## src/rtl/mpy_seq_ctrl.sv

```systemverilog
// ---------------------------------------------------------------------------
// mpy_seq_ctrl
//
// Operand-issue and result-capture sequencer for the external 32x32 signed
// combinational multiplier (MPY). The multiplier is instantiated beside this
// block. This block registers an operand pair, holds it on the MPY inputs for
// SETTLE_CYCLES clock cycles, samples the 64-bit product and presents it to
// the consumer over a valid/ready handshake.
//
// Parameters:
//   SETTLE_CYCLES  cycles the operands are held before sampling (1..255)
//   CNT_W          width of the completed-operation counter
//
// Ports:
//   clk          rising-edge clock
//   rst          asynchronous active-high reset
//   in_valid     operand pair valid (upstream)
//   in_ready     block can accept an operand pair
//   in_a, in_b   two's complement operands
//   mpy_a, mpy_b registered operands driven to MPY
//   mpy_product  64-bit product returned from MPY
//   out_valid    result valid (downstream)
//   out_ready    consumer accepts result
//   out_product  registered product, passed through unchanged
//   out_ovf      product does not fit in signed 32 bits
//   busy         a transaction is in flight (settling or awaiting handoff)
//   op_count     number of completed output handshakes, wrapping
//
// Optional feature macro: MPY_OVF_FLAG_EN
//   Defined     : out_ovf is registered alongside out_product.
//   Not defined : out_ovf is tied to 0 and no compare logic is built.
// ---------------------------------------------------------------------------
module mpy_seq_ctrl #(
   parameter int SETTLE_CYCLES = 2,
   parameter int CNT_W         = 16
) (
   input  logic             clk,
   input  logic             rst,
   input  logic             in_valid,
   output logic             in_ready,
   input  logic [31:0]      in_a,
   input  logic [31:0]      in_b,
   output logic [31:0]      mpy_a,
   output logic [31:0]      mpy_b,
   input  logic [63:0]      mpy_product,
   output logic             out_valid,
   input  logic             out_ready,
   output logic [63:0]      out_product,
   output logic             out_ovf,
   output logic             busy,
   output logic [CNT_W-1:0] op_count
);

   typedef enum logic [1:0] {
      IDLE,
      SETTLE,
      DONE
   } state_t;

   localparam logic [7:0] SETTLE_LOAD = 8'(SETTLE_CYCLES - 1);

   state_t     state;
   state_t     next_state;
   logic [7:0] settle_cnt;
   logic       accept;
   logic       capture;
   logic       handoff;

   // Next-state and handshake decode. An accept can happen either from IDLE
   // or from DONE in the same edge that hands the previous result off, which
   // is what gives back-to-back throughput of one op per SETTLE_CYCLES+1.
   // While DONE is stalled by the consumer, in_ready stays low so new operands
   // cannot disturb mpy_a/mpy_b.
   always_comb begin
      next_state = state;
      in_ready   = 1'b0;
      out_valid  = 1'b0;
      accept     = 1'b0;
      capture    = 1'b0;
      handoff    = 1'b0;
      case (state)
         IDLE: begin
            in_ready = 1'b1;
            if (in_valid) begin
               accept     = 1'b1;
               next_state = SETTLE;
            end
         end
         SETTLE: begin
            if (settle_cnt == 8'd0) begin
               capture    = 1'b1;
               next_state = DONE;
            end
         end
         DONE: begin
            out_valid = 1'b1;
            in_ready  = out_ready;
            if (out_ready) begin
               handoff = 1'b1;
               if (in_valid) begin
                  accept     = 1'b1;
                  next_state = SETTLE;
               end else begin
                  next_state = IDLE;
               end
            end
         end
         default: begin
            next_state = IDLE;
         end
      endcase
   end

   assign busy = (state != IDLE);

   // State register. Reset drops any in-flight transaction immediately.
   always_ff @(posedge clk or posedge rst) begin
      if (rst) begin
         state <= IDLE;
      end else begin
         state <= next_state;
      end
   end

   // Settle counter: loaded on accept so that the final SETTLE cycle is the
   // one where the count reaches zero; SETTLE_CYCLES=1 therefore gives a
   // single SETTLE cycle.
   always_ff @(posedge clk or posedge rst) begin
      if (rst) begin
         settle_cnt <= 8'd0;
      end else if (accept) begin
         settle_cnt <= SETTLE_LOAD;
      end else if ((state == SETTLE) && (settle_cnt != 8'd0)) begin
         settle_cnt <= settle_cnt - 8'd1;
      end
   end

   // Operand registers feed MPY directly and only move on an accept edge, so
   // the multiplier inputs are stable through SETTLE, DONE and IDLE.
   always_ff @(posedge clk or posedge rst) begin
      if (rst) begin
         mpy_a <= 32'd0;
         mpy_b <= 32'd0;
      end else if (accept) begin
         mpy_a <= in_a;
         mpy_b <= in_b;
      end
   end

   // Result register samples the product untouched in the last SETTLE cycle
   // and keeps its value after handoff.
   always_ff @(posedge clk or posedge rst) begin
      if (rst) begin
         out_product <= 64'd0;
      end else if (capture) begin
         out_product <= mpy_product;
      end
   end

   // Completed-operation counter counts output handshakes and wraps.
   always_ff @(posedge clk or posedge rst) begin
      if (rst) begin
         op_count <= '0;
      end else if (handoff) begin
         op_count <= op_count + 1'b1;
      end
   end

`ifdef MPY_OVF_FLAG_EN
   logic ovf_q;

   // The product fits in signed 32 bits exactly when bits 63..31 are all the
   // same (pure sign extension); anything else is flagged as overflow.
   always_ff @(posedge clk or posedge rst) begin
      if (rst) begin
         ovf_q <= 1'b0;
      end else if (capture) begin
         ovf_q <= ~((&mpy_product[63:31]) | ~(|mpy_product[63:31]));
      end
   end

   assign out_ovf = ovf_q;
`else
   assign out_ovf = 1'b0;
`endif

endmodule

```

## config.mk

```make
export PLATFORM = sky130hd
export DESIGN_NAME = mpy_seq_ctrl
export DESIGN_NICKNAME = d
export VERILOG_FILES = /design/src/rtl/mpy_seq_ctrl.sv
export SDC_FILE = /design/constraint.sdc
export NUM_CORES = 1
export LEC_CHECK = 0
export ABC_AREA = 0
export BUFFER_PORTS_ARGS = -buffer_cell sky130_fd_sc_hd__buf_2
export CAP_MARGIN = 20
export CORE_ASPECT_RATIO = 2
export CORE_UTILIZATION = 47
export DETAILED_ROUTE_END_ITERATION = 6
export GPL_ROUTABILITY_DRIVEN = 0
export HOLD_SLACK_MARGIN = 0.12
export PLACE_DENSITY = 0.78
export RECOVER_POWER = 25
export SKIP_CTS_REPAIR_TIMING = 1
export SLEW_MARGIN = 20
export SYNTH_ARGS = -nofsm -noshare
export SYNTH_HDL_FRONTEND = slang
export SYNTH_SLANG_ARGS = --single-unit
```

## constraint.sdc

```tcl
create_clock -name clk -period 6.3 [get_ports clk]
set_input_delay 0.945 -clock clk [delete_from_list [all_inputs] [get_ports clk]]
set_output_delay 0.945 -clock clk [all_outputs]
set_load 0.01 [all_outputs]
```

Yosys cells after proc, flatten, opt, wreduce, memory -nomap -nowiden
Cells that the tools add are included.
{ "op_classes": {"add_sub_neg": 2, "eq_ne": 5, "reduce_logical": 7, "n_mux": 16} }
{ "ops": {"columns": ["operator", "count"], "rows": [
  ["16-bit by 1-bit adder with 16-bit output, second input constant", 1],
  ["8-bit two-way mux", 2],
  ["8-bit zero test", 1],
  ["1-bit two-way mux", 8],
  ["8-bit nonzero test", 1],
  ["8-bit by 1-bit subtractor with 8-bit output, second input constant", 1],
  ["2-bit two-way mux", 3],
  ["2-bit inequality test, second input constant", 3],
  ["2-bit case mux with 3 select lines", 1],
  ["1-bit case mux with 2 select lines", 2],
  ["2-bit nonzero test", 2],
  ["3-bit AND reduction", 1],
  ["2-bit by 1-bit == test with 1-bit output, second input constant", 1],
  ["2-bit == test, second input constant", 1],
  ["2-bit zero test", 1],
  ["1-bit logical AND", 1]
]} }
{ "totals": {"ff_bits": 154, "input_bits": 132, "out_inout_bits": 148} }

Longest topological paths before layout
{ "logic_depth": {"ltp_word": 4, "depth_mapped": 8, "mapped_depth_nobuf": 6} }

Worst setup path after synthesis
OpenSTA, ideal clock, no wires.
{ "synth_timing": {"path_kind": "input-to-reg", "start": "in out_ready", "end": "reg mpy_b[10]", "setup_slack_ns": 4.149, "arrival_ns": 2.026, "n_path_buf": 2, "stages": 4, "setup_time_ns": 0.125, "path_cell_list": "o211ai_1 > buf_2 > buf_2 > mux2_2"} }
{ "synth_via": {"elab_chain_cells": 2} }
{ "synth_rtl": {"columns": ["item", "line_no", "text"], "rows": [
  ["from (decl)", "47", "input logic out_ready,"],
  ["1-bit two-way mux", "98", "if (out_ready) begin"],
  ["1-bit case mux with 2 select lines", "81", "case (state)"],
  ["to (signal assigned)", "146", "mpy_b <= in_b;"],
  ["to (decl)", "44", "output logic [31:0] mpy_b,"]
]} }
Every way passes these cells.
A chain may end at the register's enable or synchronous reset.

==> impl_metrics.yaml <==
worst_setup_path:
  regToRegEndpoint: "out_product[0]"
  r2r_start: "settle_cnt[0]"
  critPathArrivalTime_ns: 3.55
  crit_slowest_cell: "clkinvlp_2"
  path_class: "in -> async"
  r2r_slack_ns: 3.79
  required_ns: 6.75
  crit_chain: "buf_2 > clkinvlp_2 > buf_6"
  max_stage_delay_ns: 1.69
  path_max_fanout: 84
  reg2regPathDepth: 6
  endpoint_kind: "async pin"
  start_kind: "input pin"
power:
  comb_power_share: 0.373
  power.internal_mw: 2.88
  total_power_mw: 4.29
  p_clk_frac: 0.231
  ir_worst_vdd_mv: 0.295
  sw_frac_of_total: 0.328
  power_density_nw_per_um2: 520
  pwr-share-seq: 0.397
  switchingPower_mw: 1.41
  p_leak_nw: 4.24
drt:
  num_vias: 4224
  routedWlPerCell_um: 16.2
  drt_first_pass_iters: 6
  drc: 0
  first_iter_violations: 107
  ant_nets: 0
  wl_um: 13700
  via_per_inst: 5.02
floorplan:
  fp.dieArea_um2: 13700
  rows: 59
  core_um2: 12900
  initial_core_util: 0.480
  dieHeight_um: 164
  die_w_um: 83.2
  pin_count: 280
timing:
  tns_ns: 0
  hold_viol_final: 0
  fmax_mhz: 323
  skew_ns: 0.0121
  tightest_slew_ns: 3.04
  period_share: 0.492
  drv_slew: 72
  slew-limit-headroom: -1.04
  layout_min_cycle_time_ns: 3.10
  rsz0062_at_grt: "false"
  finalSetupViolCount: 0
synth:
  yosys_warnings: 0
  synth_area_per_cell_um2: 15.8
  yosysTopAreaCellShare: 0.621
  async_flop_share: 1.00
  synth.most_common_cell: "dfrtp_1"
  syn_inst: 393
  synth_common_cells: "dfrtp_1 (154), mux2_2 (80), mux2_4 (49)"
  synth_edf_count: 0
  synthFlopType: "dfrtp_1"
  synthTopCellsByArea: "dfrtp_1 (62%), mux2_2 (15%), mux2_4 (12%)"
  post-synth-top-area-cell: "dfrtp_1"
  synth_fp_nets: 528
  ys_seq_area_frac: 0.621
  ys_types: 38
  ys_seq_elements: 154
  syn_area_um2: 6200
global_routing:
  grt-ovfl-total: 0
  antenna_found_initial: 0
  grt_pass1_vias: 4563
  track_usage: 0.201
  grt_max_degree: 85
  grt_pass1_wl_um: 21800
cells_and_area:
  fin_util: 0.639
  layout.nets: 812
  syn_to_final_growth_pct: 33.1
  n_fill_cell: 1026
  drive_above_1_share: 0.607
  antenna_cells: 0
min_path:
  hold_path.class: "reg -> reg"
  hold_depth: 1
  min_to: "op_count[13]"
  hp-start: "op_count[13]"
clock_tree:
  htree_levels: 4
  cts_root_buffer: "clkbuf_16"
  cts_tree: "done"
  clock-sinks: 154
  path_clk_slew_ns: 0.06
  clockBufferDepth: 2
  cts_buffers: 17
  clock_latency_ns: 0.41
placed_design:
  hpwl_um: 9950
  io_buffers: 278
flow_run:
  cap_violations: 1
outcome:
  violations: "max-capacitance violations, max-slew violations"
  status: "complete, but fails checks"
## layer usage
layer / track usage / vias up / wire [um]
met4: 0.0784 / 0 / 252
li1: - / 1938 / -
met1: 0.219 / 2097 / 4950
met2: 0.368 / 169 / 7670
met3: 0.0555 / 20 / 790
met5: 0 / - / 0
## state kept, by name (all words and copies together), names as in the netlist
register and count:
out_product 64, settle_cnt 8, mpy_a 32, mpy_b 32
op_count 16, state 2
## critical path, delay by kind of cell
| family | cells | cell delay, ns |
|---|---|---|
| buf+inv | 3 | 2.53 |
## power groups by stage
stage,clock network (mW),registers [mW],logic [mW]
after detailed placement,0,1.71,1.63
after floorplan,0,1.90,0.800
after global routing,1.05,1.76,1.73
after CTS,1.01,1.70,1.65
final,0.989,1.70,1.60
after global placement,0,1.68,1.59
## per-stage QoR
step / worst slack [ns] / instance area (um2) / hold WS [ns] / std cells
after floorplan: 1.21 / 6200 / 0.490 / 393
after global placement: 3.70 / 7700 / 0.459 / 810
after detailed placement: 3.64 / 7700 / 0.486 / 810
after CTS: 3.62 / 8280 / 0.498 / 842
after global routing: 2.56 / 8260 / 0.517 / 842
final: 3.20 / 8260 / 0.491 / 842
## cell usage in the layout, fill, tap and decap left out, types with 3 or more instances in the layout
| cell | count |
|---|---|
| clkinv_4 | 3 |
| dfrtp_1 | 154 |
| clkbuf_1 | 27 |
| ha_1 | 3 |
| mux2_4 | 49 |
| a21oi_1 | 3 |
| inv_1 | 5 |
| clkbuf_16 | 17 |
| nor2_1 | 9 |
| buf_2 | 252 |
| nand2_1 | 14 |
| nand3_1 | 9 |
| xor2_1 | 5 |
| mux2_2 | 80 |
| xnor2_1 | 13 |
| inv_6 | 4 |
## worst max path at each step
stage             startpoint             end  cells past startpoint
4_1_cts        settle_cnt[0]  out_product[1]                      6
3_5_place_dp       out_ready       mpy_a[12]                      4
5_1_grt                  rst  out_product[1]                      3
2_1_floorplan            rst        mpy_a[0]                      1
3_3_place_gp       out_ready       mpy_b[17]                      4
6_report                 rst  out_product[5]                      3
## layout make-up
cell class / instances / area, um2 / area share
clock buffers: 19 / 443 / 0.0537
clock inverters: 13 / 134 / 0.0162
inverters: 6 / 23.8 / 0.00288
multi-input cells: 218 / 2230 / 0.271
flip-flops and latches: 154 / 3850 / 0.467
well taps: 152 / 190 / 0.0230
repair buffers: 280 / 1380 / 0.167
## logic make-up (layout without fill, tap and decap cells)
| kind of cell | count (synthesis) | in the layout | synth area share |
|---|---|---|---|
| DFF | 154 | 154 | 0.621 |
| muxes | 131 | 131 | 0.267 |
| and+or+nand+nor | 54 | 54 | 0.0468 |
| buffers and inverters | 21 | 318 | 0.0214 |
| xor gates and xnor gates | 18 | 18 | 0.0254 |
| AOI/OAI and AO/OA | 11 | 11 | 0.0115 |
| adders and majority gates | 3 | 3 | 0.00605 |
| other | 1 | 1 | 0.000605 |
Note: power is estimated with default switching activity, not from simulation.
